[src/rtl/adc78h90_spi_responder_if.sv]
// SPI pin bundle between the ADC master and the ADC78H90 emulator.
`timescale 1ns/1ps
interface adc78h90_spi_responder_if;
    logic SCLK;
    logic nCS;
    logic MOSI;
    logic MISO;
    logic miso_oe;

    modport master (output SCLK, output nCS, output MOSI, input MISO, input miso_oe);
    modport slave  (input SCLK, input nCS, input MOSI, output MISO, output miso_oe);
endinterface

[src/rtl/adc78h90_spi_responder.sv]
// ADC78H90 emulator: 16-bit SPI target returning fabric channel values.
// Each frame returns the channel picked by the previous frame's control word.
`timescale 1ns/1ps
module adc78h90_spi_responder #(
    parameter int         SYNC_STAGES = 2,
    parameter logic [2:0] RESET_CH    = 3'd0
) (
    input  logic                         clock,
    input  logic                         reset_n,
    adc78h90_spi_responder_if.slave      spi,
    input  logic [95:0]                  ain_data,
    output logic [15:0]                  ctrl_word,
    output logic [2:0]                   next_ch,
    output logic                         frame_done,
    output logic                         frame_abort
);

    typedef enum logic [1:0] {ST_IDLE, ST_SHIFT, ST_WAIT} state_t;

    // synchronizer chains; the newest sample enters at bit 0
    logic [SYNC_STAGES-1:0] sclk_sync_q, sclk_sync_d;
    logic [SYNC_STAGES-1:0] ncs_sync_q,  ncs_sync_d;
    logic [SYNC_STAGES-1:0] mosi_sync_q, mosi_sync_d;
    logic                   sclk_prev_q, sclk_prev_d;
    logic                   ncs_prev_q,  ncs_prev_d;

    logic sclk_s, ncs_s, mosi_s;
    logic rise, fall, csf, csr;

    state_t      state_q, state_d;
    logic [4:0]  bit_cnt_q, bit_cnt_d;
    logic [14:0] sh_in_q, sh_in_d;      // bits already captured; the live MOSI bit completes the word
    logic [15:0] sh_out_q, sh_out_d;    // MISO is always the top bit
    logic        miso_oe_q, miso_oe_d;
    logic [15:0] ctrl_word_q, ctrl_word_d;
    logic [2:0]  next_ch_q, next_ch_d;
    logic        frame_done_q, frame_done_d;
    logic        frame_abort_q, frame_abort_d;

    logic [11:0] ain_sel;
    logic [15:0] word;

    // shift the pins into the synchronizers and keep the previous synced level for edge detect
    always_comb begin
        sclk_sync_d = {sclk_sync_q[SYNC_STAGES-2:0], spi.SCLK};
        ncs_sync_d  = {ncs_sync_q[SYNC_STAGES-2:0],  spi.nCS};
        mosi_sync_d = {mosi_sync_q[SYNC_STAGES-2:0], spi.MOSI};
        sclk_prev_d = sclk_sync_q[SYNC_STAGES-1];
        ncs_prev_d  = ncs_sync_q[SYNC_STAGES-1];
    end

    // synchronizer registers; idle bus is SCLK low, nCS high
    always_ff @(posedge clock or negedge reset_n) begin
        if (!reset_n) begin
            sclk_sync_q <= '0;
            ncs_sync_q  <= '1;
            mosi_sync_q <= '0;
            sclk_prev_q <= 1'b0;
            ncs_prev_q  <= 1'b1;
        end else begin
            sclk_sync_q <= sclk_sync_d;
            ncs_sync_q  <= ncs_sync_d;
            mosi_sync_q <= mosi_sync_d;
            sclk_prev_q <= sclk_prev_d;
            ncs_prev_q  <= ncs_prev_d;
        end
    end

    assign sclk_s = sclk_sync_q[SYNC_STAGES-1];
    assign ncs_s  = ncs_sync_q[SYNC_STAGES-1];
    assign mosi_s = mosi_sync_q[SYNC_STAGES-1];
    assign rise   =  sclk_s & ~sclk_prev_q;
    assign fall   = ~sclk_s &  sclk_prev_q;
    assign csf    = ~ncs_s  &  ncs_prev_q;
    assign csr    =  ncs_s  & ~ncs_prev_q;

    // channel mux and the word as it would stand if this rise completed it
    always_comb begin
        ain_sel = ain_data[11:0];
        for (int k = 1; k < 8; k++) begin
            if (next_ch_q == 3'(k)) ain_sel = ain_data[12*k +: 12];
        end
        word = {sh_in_q, mosi_s};
    end

    // frame FSM: load on select, shift in on rise, shift out on fall
    always_comb begin
        state_d       = state_q;
        bit_cnt_d     = bit_cnt_q;
        sh_in_d       = sh_in_q;
        sh_out_d      = sh_out_q;
        miso_oe_d     = miso_oe_q;
        ctrl_word_d   = ctrl_word_q;
        next_ch_d     = next_ch_q;
        frame_done_d  = 1'b0;
        frame_abort_d = 1'b0;
        case (state_q)
            ST_IDLE: begin
                miso_oe_d = 1'b0;
                if (csf) begin
                    sh_out_d  = {4'b0, ain_sel};
                    miso_oe_d = 1'b1;
                    bit_cnt_d = 5'd0;
                    state_d   = ST_SHIFT;
                    // a rise coincident with select is the first data bit
                    if (rise) begin
                        sh_in_d   = word[14:0];
                        bit_cnt_d = 5'd1;
                    end
                end
            end
            ST_SHIFT: begin
                if (csr) begin
                    frame_abort_d = (bit_cnt_q != 5'd0);
                    miso_oe_d     = 1'b0;
                    sh_out_d      = '0;
                    bit_cnt_d     = 5'd0;
                    state_d       = ST_IDLE;
                end else if (rise) begin
                    sh_in_d   = word[14:0];
                    bit_cnt_d = bit_cnt_q + 5'd1;
                    if (bit_cnt_q == 5'd15) begin
                        ctrl_word_d  = word;
                        next_ch_d    = word[13:11];
                        frame_done_d = 1'b1;
                        state_d      = ST_WAIT;
                    end
                end else if (fall) begin
                    sh_out_d = {sh_out_q[14:0], 1'b0};
                end
            end
            ST_WAIT: begin
                if (csr) begin
                    miso_oe_d = 1'b0;
                    sh_out_d  = '0;
                    bit_cnt_d = 5'd0;
                    state_d   = ST_IDLE;
                end else if (fall) begin
                    sh_out_d = '0;
                end else if (rise) begin
                    // continuous mode: next_ch already holds the channel just captured
                    sh_out_d  = {4'b0, ain_sel};
                    sh_in_d   = word[14:0];
                    bit_cnt_d = 5'd1;
                    state_d   = ST_SHIFT;
                end
            end
            default: begin
                miso_oe_d = 1'b0;
                sh_out_d  = '0;
                bit_cnt_d = 5'd0;
                state_d   = ST_IDLE;
            end
        endcase
    end

    // frame state registers
    always_ff @(posedge clock or negedge reset_n) begin
        if (!reset_n) begin
            state_q       <= ST_IDLE;
            bit_cnt_q     <= 5'd0;
            sh_in_q       <= '0;
            sh_out_q      <= '0;
            miso_oe_q     <= 1'b0;
            ctrl_word_q   <= '0;
            next_ch_q     <= RESET_CH;
            frame_done_q  <= 1'b0;
            frame_abort_q <= 1'b0;
        end else begin
            state_q       <= state_d;
            bit_cnt_q     <= bit_cnt_d;
            sh_in_q       <= sh_in_d;
            sh_out_q      <= sh_out_d;
            miso_oe_q     <= miso_oe_d;
            ctrl_word_q   <= ctrl_word_d;
            next_ch_q     <= next_ch_d;
            frame_done_q  <= frame_done_d;
            frame_abort_q <= frame_abort_d;
        end
    end

    assign spi.MISO    = sh_out_q[15];
    assign spi.miso_oe = miso_oe_q;
    assign ctrl_word   = ctrl_word_q;
    assign next_ch     = next_ch_q;
    assign frame_done  = frame_done_q;
    assign frame_abort = frame_abort_q;

endmodule

[src/flat_wrapper.sv]
// flat-port wrapper written by rule: the top's interface ports become plain ports
module adc78h90_spi_responder_flat 
#(
    parameter int         SYNC_STAGES = 2,
    parameter logic [2:0] RESET_CH    = 3'd0
)
  (clock, reset_n, ain_data, ctrl_word, next_ch, frame_done, frame_abort, spi_SCLK, spi_nCS, spi_MOSI, spi_MISO, spi_miso_oe);
  adc78h90_spi_responder_if spi_i ();
  input  logic clock;
  input  logic reset_n;
  input  logic [95:0] ain_data;
  output logic [15:0] ctrl_word;
  output logic [2:0] next_ch;
  output logic frame_done;
  output logic frame_abort;
  input wire logic [$bits(spi_i.SCLK)-1:0] spi_SCLK;
  input wire logic [$bits(spi_i.nCS)-1:0] spi_nCS;
  input wire logic [$bits(spi_i.MOSI)-1:0] spi_MOSI;
  output wire logic [$bits(spi_i.MISO)-1:0] spi_MISO;
  output wire logic [$bits(spi_i.miso_oe)-1:0] spi_miso_oe;
  assign spi_i.SCLK = spi_SCLK;
  assign spi_i.nCS = spi_nCS;
  assign spi_i.MOSI = spi_MOSI;
  assign spi_MISO = spi_i.MISO;
  assign spi_miso_oe = spi_i.miso_oe;
  adc78h90_spi_responder #(.SYNC_STAGES(SYNC_STAGES), .RESET_CH(RESET_CH)) u_core (.clock(clock), .reset_n(reset_n), .spi(spi_i), .ain_data(ain_data), .ctrl_word(ctrl_word), .next_ch(next_ch), .frame_done(frame_done), .frame_abort(frame_abort));
endmodule
[config.mk]
export PLATFORM = sky130hd
export DESIGN_NAME = adc78h90_spi_responder_flat
export DESIGN_NICKNAME = d
export VERILOG_FILES = /design/src/rtl/adc78h90_spi_responder_if.sv /design/src/rtl/adc78h90_spi_responder.sv /design/src/flat_wrapper.sv
export SDC_FILE = /design/constraint.sdc
export NUM_CORES = 1
export LEC_CHECK = 0
export CORE_MARGIN = 2
export CORE_UTILIZATION = 45
export DETAILED_ROUTE_END_ITERATION = 10
export PLACE_DENSITY = 0.79
export SYNTH_ARGS = -nofsm -noshare
export SYNTH_HDL_FRONTEND = slang
export SYNTH_SLANG_ARGS = --single-unit
[constraint.sdc]
create_clock -name clock -period 2.6 [get_ports clock]
set_input_delay 0.26 -clock clock [delete_from_list [all_inputs] [get_ports clock]]
set_output_delay 0.26 -clock clock [all_outputs]
set_load 0.02 [all_outputs]
; Yosys cells after proc, flatten, opt, wreduce, memory -nomap -nowiden
; Cells that the tools add are included.
[word_totals]
ff_bits = 68
in_bits = 101
output_inout_bits = 23
[op_classes]
addsub = 1
n_eq_ne = 22
muxes = 46
n_bitwise = 9
n_reduce_logical = 9
[ops]
columns = cell, n
row1 = 16-bit two-way mux, 7
row2 = 12-bit two-way mux, 7
row3 = 15-bit two-way mux, 5
row4 = 16-bit one-hot mux with 3 select lines, 1
row5 = 15-bit one-hot mux with 3 select lines, 1
row6 = 5-bit two-way mux, 6
row7 = 5-bit one-hot mux with 3 select lines, 1
row8 = 2-bit two-way mux, 7
row9 = "3-bit == test, second input constant", 4
row10 = "3-bit by 1-bit inequality test with 1-bit output, second input constant", 4
row11 = 4-bit AND reduction, 3
row12 = 5-bit AND reduction, 2
row13 = 1-bit two-way mux, 9
row14 = "3-bit by 2-bit == test with 1-bit output, second input constant", 2
row15 = "2-bit inequality test, second input constant", 3
row16 = "3-bit inequality test, second input constant", 2
row17 = 2-bit one-hot mux with 3 select lines, 1
row18 = "5-bit by 1-bit adder with 5-bit output, second input constant", 1
row19 = "5-bit by 4-bit == test with 1-bit output, second input constant", 1
row20 = 1-bit inverter, 5
row21 = 5-bit nonzero test, 1
row22 = 1-bit AND, 4
row23 = "2-bit by 1-bit inequality test with 1-bit output, second input constant", 2
row24 = "4-bit by 1-bit inequality test with 1-bit output, second input constant", 1
row25 = 7 further kinds, 7

; Longest topological paths before layout
; Gate-level depths: netlist (run 1).
[depth]
ltp_word = 12
ltp_mapped = 8
ltp_nobuf = 7

; Least setup slack after synthesis (run 1)
; Ideal clock, no wire load.
[synth_timing]
kind = register to register
start = reg u_core.bit_cnt_q[0]
end = reg u_core.ctrl_word_q[10], in the netlist u_core.ctrl_word[10]
arrival_time_ns = 1.760
required_ns = 2.475
slack_ns = 0.715
path_stages_with_launch = 9
period_less_slack_ns = 1.885
cell_sequence = dfrtp_1 > ha_1 > and3_1 > ha_1 > nand2_1 > or3_1 > buf_6 > buf_12 > mux2_4
[synth_via]
elab_chain_cells = 2
[synth_lines]
columns = item, line
row1 = "start, declared", adc78h90_spi_responder.sv:31  ; logic [4:0] bit_cnt_q, bit_cnt_d;
row2 = "start signal, assigned", adc78h90_spi_responder.sv:171  ; bit_cnt_q <= bit_cnt_d;
row3 = 5-bit by 4-bit == test with 1-bit output, adc78h90_spi_responder.sv:122  ; if (bit_cnt_q == 5'd15) begin
row4 = 4-bit AND reduction (no source line), --
row5 = "end signal, assigned", adc78h90_spi_responder.sv:175  ; ctrl_word_q <= ctrl_word_d;
row6 = "end, declared", adc78h90_spi_responder.sv:35  ; logic [15:0] ctrl_word_q, ctrl_word_d;
; Every way passes these cells.
; A chain may end at the register's enable or synchronous reset.

==> flow_summary_export.csv, run 1 <==
group,metric,value,unit
clocking,cts_tree,"yes",
floorplanning,ios,124,
floorplanning,die_h,95.8,um
power_and_ir_drop,pwr-share-comb,35.7,%
yosys,netlist_area,0.00379,mm^2
floorplanning,die_w,95.8,um
sta,min_period,2090,ps
worst_hold_path,min_path_type,"input pin to register",
yosys,synthFlopType,"dfrtp_1",
clocking,cts_resized,0,
sta,fmax,478,MHz
setup_path,critPathLaunchType,"register",
clocking,numCtsBuffers,9,
worst_hold_path,worstHoldPathCells,1,
sta,hold_ws,328,ps
run_status,status,"finished, final reports clean",
clocking,clk_pin_slew,80,ps
placed_design,dpl_cell_area,0.00508,mm^2
sta,finalCritPeriodShare,80.5,%
yosys,syn-num-nets,394,
route,drt_iter0_drc,154,
yosys,netlist_top_cells_area,"dfrtp_1, mux4_2, mux2_4",
final_layout,drive_above_1_share,24.1,%
yosys,synth_top_cells_by_count,"dfrtp_1, inv_1, mux4_2",
clocking,cts_root_buffer,"clkbuf_8",
placed_design,place_congestion,0.776,
sta,maxSlewViolCount,0,
flow_run,maxCapViolations,0,
yosys,synth_most_common_cell,"dfrtp_1",
power_and_ir_drop,power_density,649,mW/mm^2
yosys,ys_warn_count,0,
route,firstDrtPassIters,4,
route,finalWirelength,9.23,mm
clocking,clk_latency,340,ps
yosys,async_flop_share,100,%
sta,setup_violations,0,
final_layout,diodes,0,
sta,tns,0,ps
power_and_ir_drop,peakVddDrop,0.404,mV
final_layout,area_growth,39.2,%
sta,clock_skew,11.5,ps
global_routing,overflow,0,
placed_design,dp_hpwl,6.99,mm
power_and_ir_drop,pwr-share-seq,39.7,%
yosys,yosysTopAreaCell,"dfrtp_1",
floorplanning,die_area,0.00918,mm^2
floorplanning,rows,33,
power_and_ir_drop,switching_share,33.1,%
power_and_ir_drop,power_frac_clock,24.6,%
power_and_ir_drop,p_leak,2.21,nW
clocking,cts-htree-levels,3,
route,routed_via_density,5.38,
yosys,synth-seq-cells,65,
sta,rsz0062_at_grt,"false",
power_and_ir_drop,switchingPower,1.14,mW
yosys,synth_cell_type_count,44,
yosys,synth_enable_flop_cells,0,
route,num_vias,2775,
global_routing,grt_pass1_vias,2857,
floorplanning,start_util,46.4,%
clocking,clock_sinks,65,
floorplanning,core-area,0.00818,mm^2
route,drc,0,
yosys,synth.top_cell.area_share,40.9,%
global_routing,grt_max_degree,36,
yosys,yosysSeqAreaShare,43.0,%
setup_path,crit_arrival,1830,ps
sta,finalHoldViolCount,0,
yosys,avgSynthCellArea,13.4,um^2
global_routing,globalRouteTotalUtil,21.1,%
setup_path,crit_type,"register to primary output",
setup_path,required,2340,ps
setup_path,endpoint_kind,"primary output",
placed_design,port_buffers,123,
global_routing,grt_pass1_wl,14.6,mm
sta,worst_pin_slew,758,ps
sta,slew_headroom,49.5,%
route,final_antenna_net_count,0,
setup_path,cp_max_fo,25,
global_routing,antenna_found_initial,0,
final_layout,fin_area,0.00528,mm^2
route,post_drt_wl_per_cell,17.9,um
setup_path,reg2reg_depth,6,
power_and_ir_drop,intPower,2.29,mW
final_layout,fin_nets,516,
clocking,clk_path_buf_depth,2,
yosys,syn_inst,284,
cell usage in the layout, fill, tap and decap left out, types with 3 or more instances in the layout:
cell,count
nand3_1,4
clkdlybuf4s50_1,122
nand2_1,6
buf_4,9
o21ai_0,4
nor2_1,7
nor2b_1,3
a21oi_1,5
o221ai_2,9
o211ai_1,12
mux2_4,21
dfrtp_1,62
mux4_2,22
nand2b_1,4
clkbuf_8,9
nor3b_1,3
dfstp_2,3
ha_1,9
mux2_2,13
inv_1,27
mux2i_1,18
nor3_1,3
final timing paths:
check	startpoint	end	slack, ps
worst max-delay path	u_core.next_ch[1]$_DFFE_PN0P_	ctrl_word[12]	510
worst min-delay path	spi_nCS	u_core.ncs_sync_q[0]$_DFF_PN1_	330
worst max register to register	u_core.sclk_prev_q$_DFF_PN0_	u_core.bit_cnt_q[4]$_DFFE_PN0P_	510
worst min register to register	u_core.sclk_sync_q[0]$_DFF_PN0_	u_core.sclk_sync_q[1]$_DFF_PN0_	360
max in group asynchronous	reset_n	u_core.ncs_prev_q$_DFF_PN1_	1370
min in group asynchronous	reset_n	u_core.frame_done$_DFF_PN0_	530
power groups by stage:
stage / clock network (mW) / registers [mW] / logic [mW]
after detailed placement: 0 / 1.38 / 1.22
after global placement: 0 / 1.36 / 1.19
after CTS: 0.868 / 1.36 / 1.23
after floorplan: 0 / 1.34 / 0.921
after global routing: 0.922 / 1.39 / 1.34
final: 0.844 / 1.36 / 1.23
layer usage:
| layer | GRT usage [%] | share of wire [%] | up-vias |
|---|---|---|---|
| met1 | 29.1 | 44 | 1376 |
| met2 | 33.4 | 51 | 84 |
| li1 | - | - | 1307 |
| met4 | 4.88 | 0.62 | 0 |
| met5 | 0 | 0 | - |
| met3 | 5.79 | 4.8 | 8 |
metrics by stage:
step                      utilization, %  cells  setup WS (ps)  power, mW
after floorplan                        -    284            715       2.26
after global placement              62.1    499            635       2.55
after detailed placement            62.1    499            533       2.60
after CTS                           64.6    516            491       3.46
after global routing                64.6    516            357       3.65
final                               64.6    516            508       3.43
state kept, by name, indices dropped and copies added (netlist names):
name                cells
u_core.frame_done       1
u_core.sclk_prev_q      1
u_core.spi.miso_oe      1
u_core.sclk_sync_q      2
u_core.sh_out_q        16
u_core.ncs_prev_q       1
u_core.frame_abort      1
u_core.mosi_sync_q      2
u_core.ncs_sync_q       2
u_core.ctrl_word       14
u_core.next_ch          2
u_core.state_q          2
u_core.bit_cnt_q        5
u_core.sh_in_q         15
cell families (layout without fill, tap and decap cells):
family	after synthesis	in the layout	synth area share, %
adder cells (fa/ha/maj)	9	9	2.97
AND/OR/NAND/NOR	36	36	5.11
buffers and inverters	52	179	7.55
AO/OA/AOI/OAI	48	48	11.4
multiplexers	74	74	30.0
flip-flops	65	65	43.0
layout make-up:
class,count,area [um^2]
well taps,105,131
flip-flops and latches,65,1630
repair buffers,135,1340
clock inverters,6,67.6
clock buffers,10,128
inverters,28,105
multi-input cells,167,1880
fillers,616,2890
timing repair:
action | in CTS | in global routing
setup buffers | 0 | 0
endpoints found under the hold margin | 18 | 0
hold buffers | 1 | 0
critical path, cell delays in order (launching register included):
cell             delay, ps
dfrtp_1                610
buf_12                 240
clkdlybuf4s50_1        630
Note: power is estimated with default switching activity, not from simulation.
==> run 2, diff against run 1 <==
- clock period: 2.6 -> 2.1 ns (I/O delays scaled with it)
==> run 2 against run 1 <==
  * Total power up 26%
  * First-iteration DRC count up 3.2%
  * Critical path depth up 5
  * Clock skew about the same
  * Largest power group unchanged
  * Clock-buffer cell count down 1
  * Die area unchanged
  * Cell count up 1.2%
  * Register-to-register slack worse by 390 ps
  * Routed wire length up 3.7%
  * Utilization up 0.93 points
  * Clock power up 18%
==> flow_summary_export.csv, run 2 (same netlist as run 1, synthesis figures left out) <==
group,metric,value,unit
final_layout,regMostFlops,"u_core.sh_out_q",
clocking,cts_root_buffer,"clkbuf_8",
route,finalWirelength,9.57,mm
worst_hold_path,worstHoldPathCells,1,
global_routing,antenna_found_initial,0,
global_routing,grt_max_degree,66,
sta,rsz0062_at_grt,"false",
setup_path,crit_type,"register to register",
power_and_ir_drop,peakVddDrop,0.466,mV
route,post_drt_wl_per_cell,18.3,um
clocking,clk_pin_slew,80,ps
floorplanning,die_h,95.8,um
floorplanning,rows,33,
global_routing,globalRouteTotalUtil,21.2,%
sta,finalCritPeriodShare,94.2,%
clocking,clk_latency,350,ps
placed_design,place_congestion,0.814,
global_routing,overflow,0,
clocking,cts-htree-levels,3,
clocking,numCtsBuffers,9,
worst_hold_path,min_path_type,"input pin to register",
floorplanning,ios,124,
sta,min_period,1980,ps
global_routing,grt_pass1_wl,14.7,mm
final_layout,final_common_cell,"clkdlybuf4s50_1",
sta,tns,0,ps
clocking,clock_sinks,65,
setup_path,crit_arrival,2210,ps
flow_run,maxCapViolations,0,
power_and_ir_drop,power_density,808,mW/mm^2
sta,fmax,505,MHz
floorplanning,die_area,0.00918,mm^2
final_layout,drive_above_1_share,25.7,%
sta,maxSlewViolCount,0,
setup_path,required,2330,ps
sta,slew_headroom,67.4,%
clocking,cts_tree,"yes",
setup_path,cp_max_fo,17,
final_layout,layout_common_cells,"clkdlybuf4s50_1, dfrtp_1, inv_1, mux4_2, mux2_4",
floorplanning,start_util,46.4,%
sta,worst_pin_slew,489,ps
placed_design,dpl_cell_area,0.00516,mm^2
setup_path,path_cells,"ha_1, and3_1, ha_1, nand2_1, or3_1, buf_12, mux2_4",
setup_path,cpMostUsedCell,"ha_1",
setup_path,critPathMaxStageDelay,430,ps
final_layout,area_growth,41.3,%
power_and_ir_drop,p_leak,2.25,nW
route,drc,0,
setup_path,endpoint_kind,"register",
final_layout,instances_no_fill,522,
placed_design,dp_hpwl,7.32,mm
placed_design,port_buffers,123,
route,routed_via_density,5.43,
setup_path,critPathLaunchType,"register",
run_status,status,"finished, final reports clean",
sta,clock_skew,12.0,ps
route,final_antenna_net_count,0,
setup_path,slowest_stage,"dfrtp_1",
final_layout,largest_reg_flops,16,
route,drt_iter0_drc,159,
route,firstDrtPassIters,4,
floorplanning,die_w,95.8,um
clocking,clk_path_buf_depth,2,
final_layout,fin_area,0.00536,mm^2
final_layout,diodes,0,
setup_path,reg2reg_depth,7,
placed_design,dp_cells,505,
floorplanning,core-area,0.00818,mm^2
final_layout,fin_nets,522,
setup_path,reg2reg_slack,120,ps
route,num_vias,2837,
sta,setup_violations,0,
global_routing,grt_pass1_vias,2990,
sta,finalHoldViolCount,0,
[run 2: per-stage QoR]
stage | setup slack (ps) | utilization [%] | power (mW) | hold slack [ps]
floorplan | 215 | - | 2.80 | -85.6
CTS | 94.2 | 65.5 | 4.33 | 277
finish | 121 | 65.5 | 4.33 | 282
global route | 27.1 | 65.5 | 4.55 | 276
global placement | 223 | 63.1 | 3.25 | 248
detailed placement | 111 | 63.1 | 3.33 | 246
[run 2: final timing paths]
path / start / end
max: u_core.bit_cnt_q[0]$_DFFE_PN0P_ / u_core.ctrl_word[10]$_DFFE_PN0P_
min: spi_nCS / u_core.ncs_sync_q[0]$_DFF_PN1_
max reg2reg: u_core.bit_cnt_q[0]$_DFFE_PN0P_ / u_core.ctrl_word[10]$_DFFE_PN0P_
min reg2reg: u_core.mosi_sync_q[0]$_DFF_PN0_ / u_core.mosi_sync_q[1]$_DFF_PN0_
max in group asynchronous: reset_n / u_core.ncs_sync_q[1]$_DFF_PN1_
min in group asynchronous: reset_n / u_core.ctrl_word[8]$_DFFE_PN0P_
[run 2: routing by layer]
layer  wire length, um  part of all wire [%]  track usage, %  up-vias
met4               125                   1.3            6.67        0
li1                  -                     -               -     1316
met1              4210                    44            28.3     1430
met3               335                   3.5            3.68       14
met2              4890                    51            35.4       77
met5                 0                     0               0        -
[run 2: worst max-delay path, delay by kind of cell (launching register included)]
family	cells	cell delay, ps
and+or+nand+nor	3	580
DFF	1	430
adders and majority gates	2	360
muxes	1	310
buffers and inverters	1	180
[run 2: area by class of cell]
cell class,instances,area [um^2]
Clock buffer,9,124
Clock inverter,7,62.6
Fill cell,601,2820
Inverter,28,105
Multi-Input combinational cell,167,1880
Sequential cell,65,1630
Tap cell,105,131
Timing Repair Buffer,141,1430
[run 2: repair_timing]
action                                  CTS  global route
hold buffers                              1             0
endpoints found under the setup margin    0             2
setup buffers                             0             0
gates resized for setup                   0             1
hold endpoints to repair                 62             0
[run 2: where the power goes]
part	internal [mW]	total, mW	switching, mW	leakage (nW)
sequential	1.50	1.69	0.186	0.858
combinational	0.875	1.64	0.770	1.30
clock	0.450	0.998	0.548	0.0923
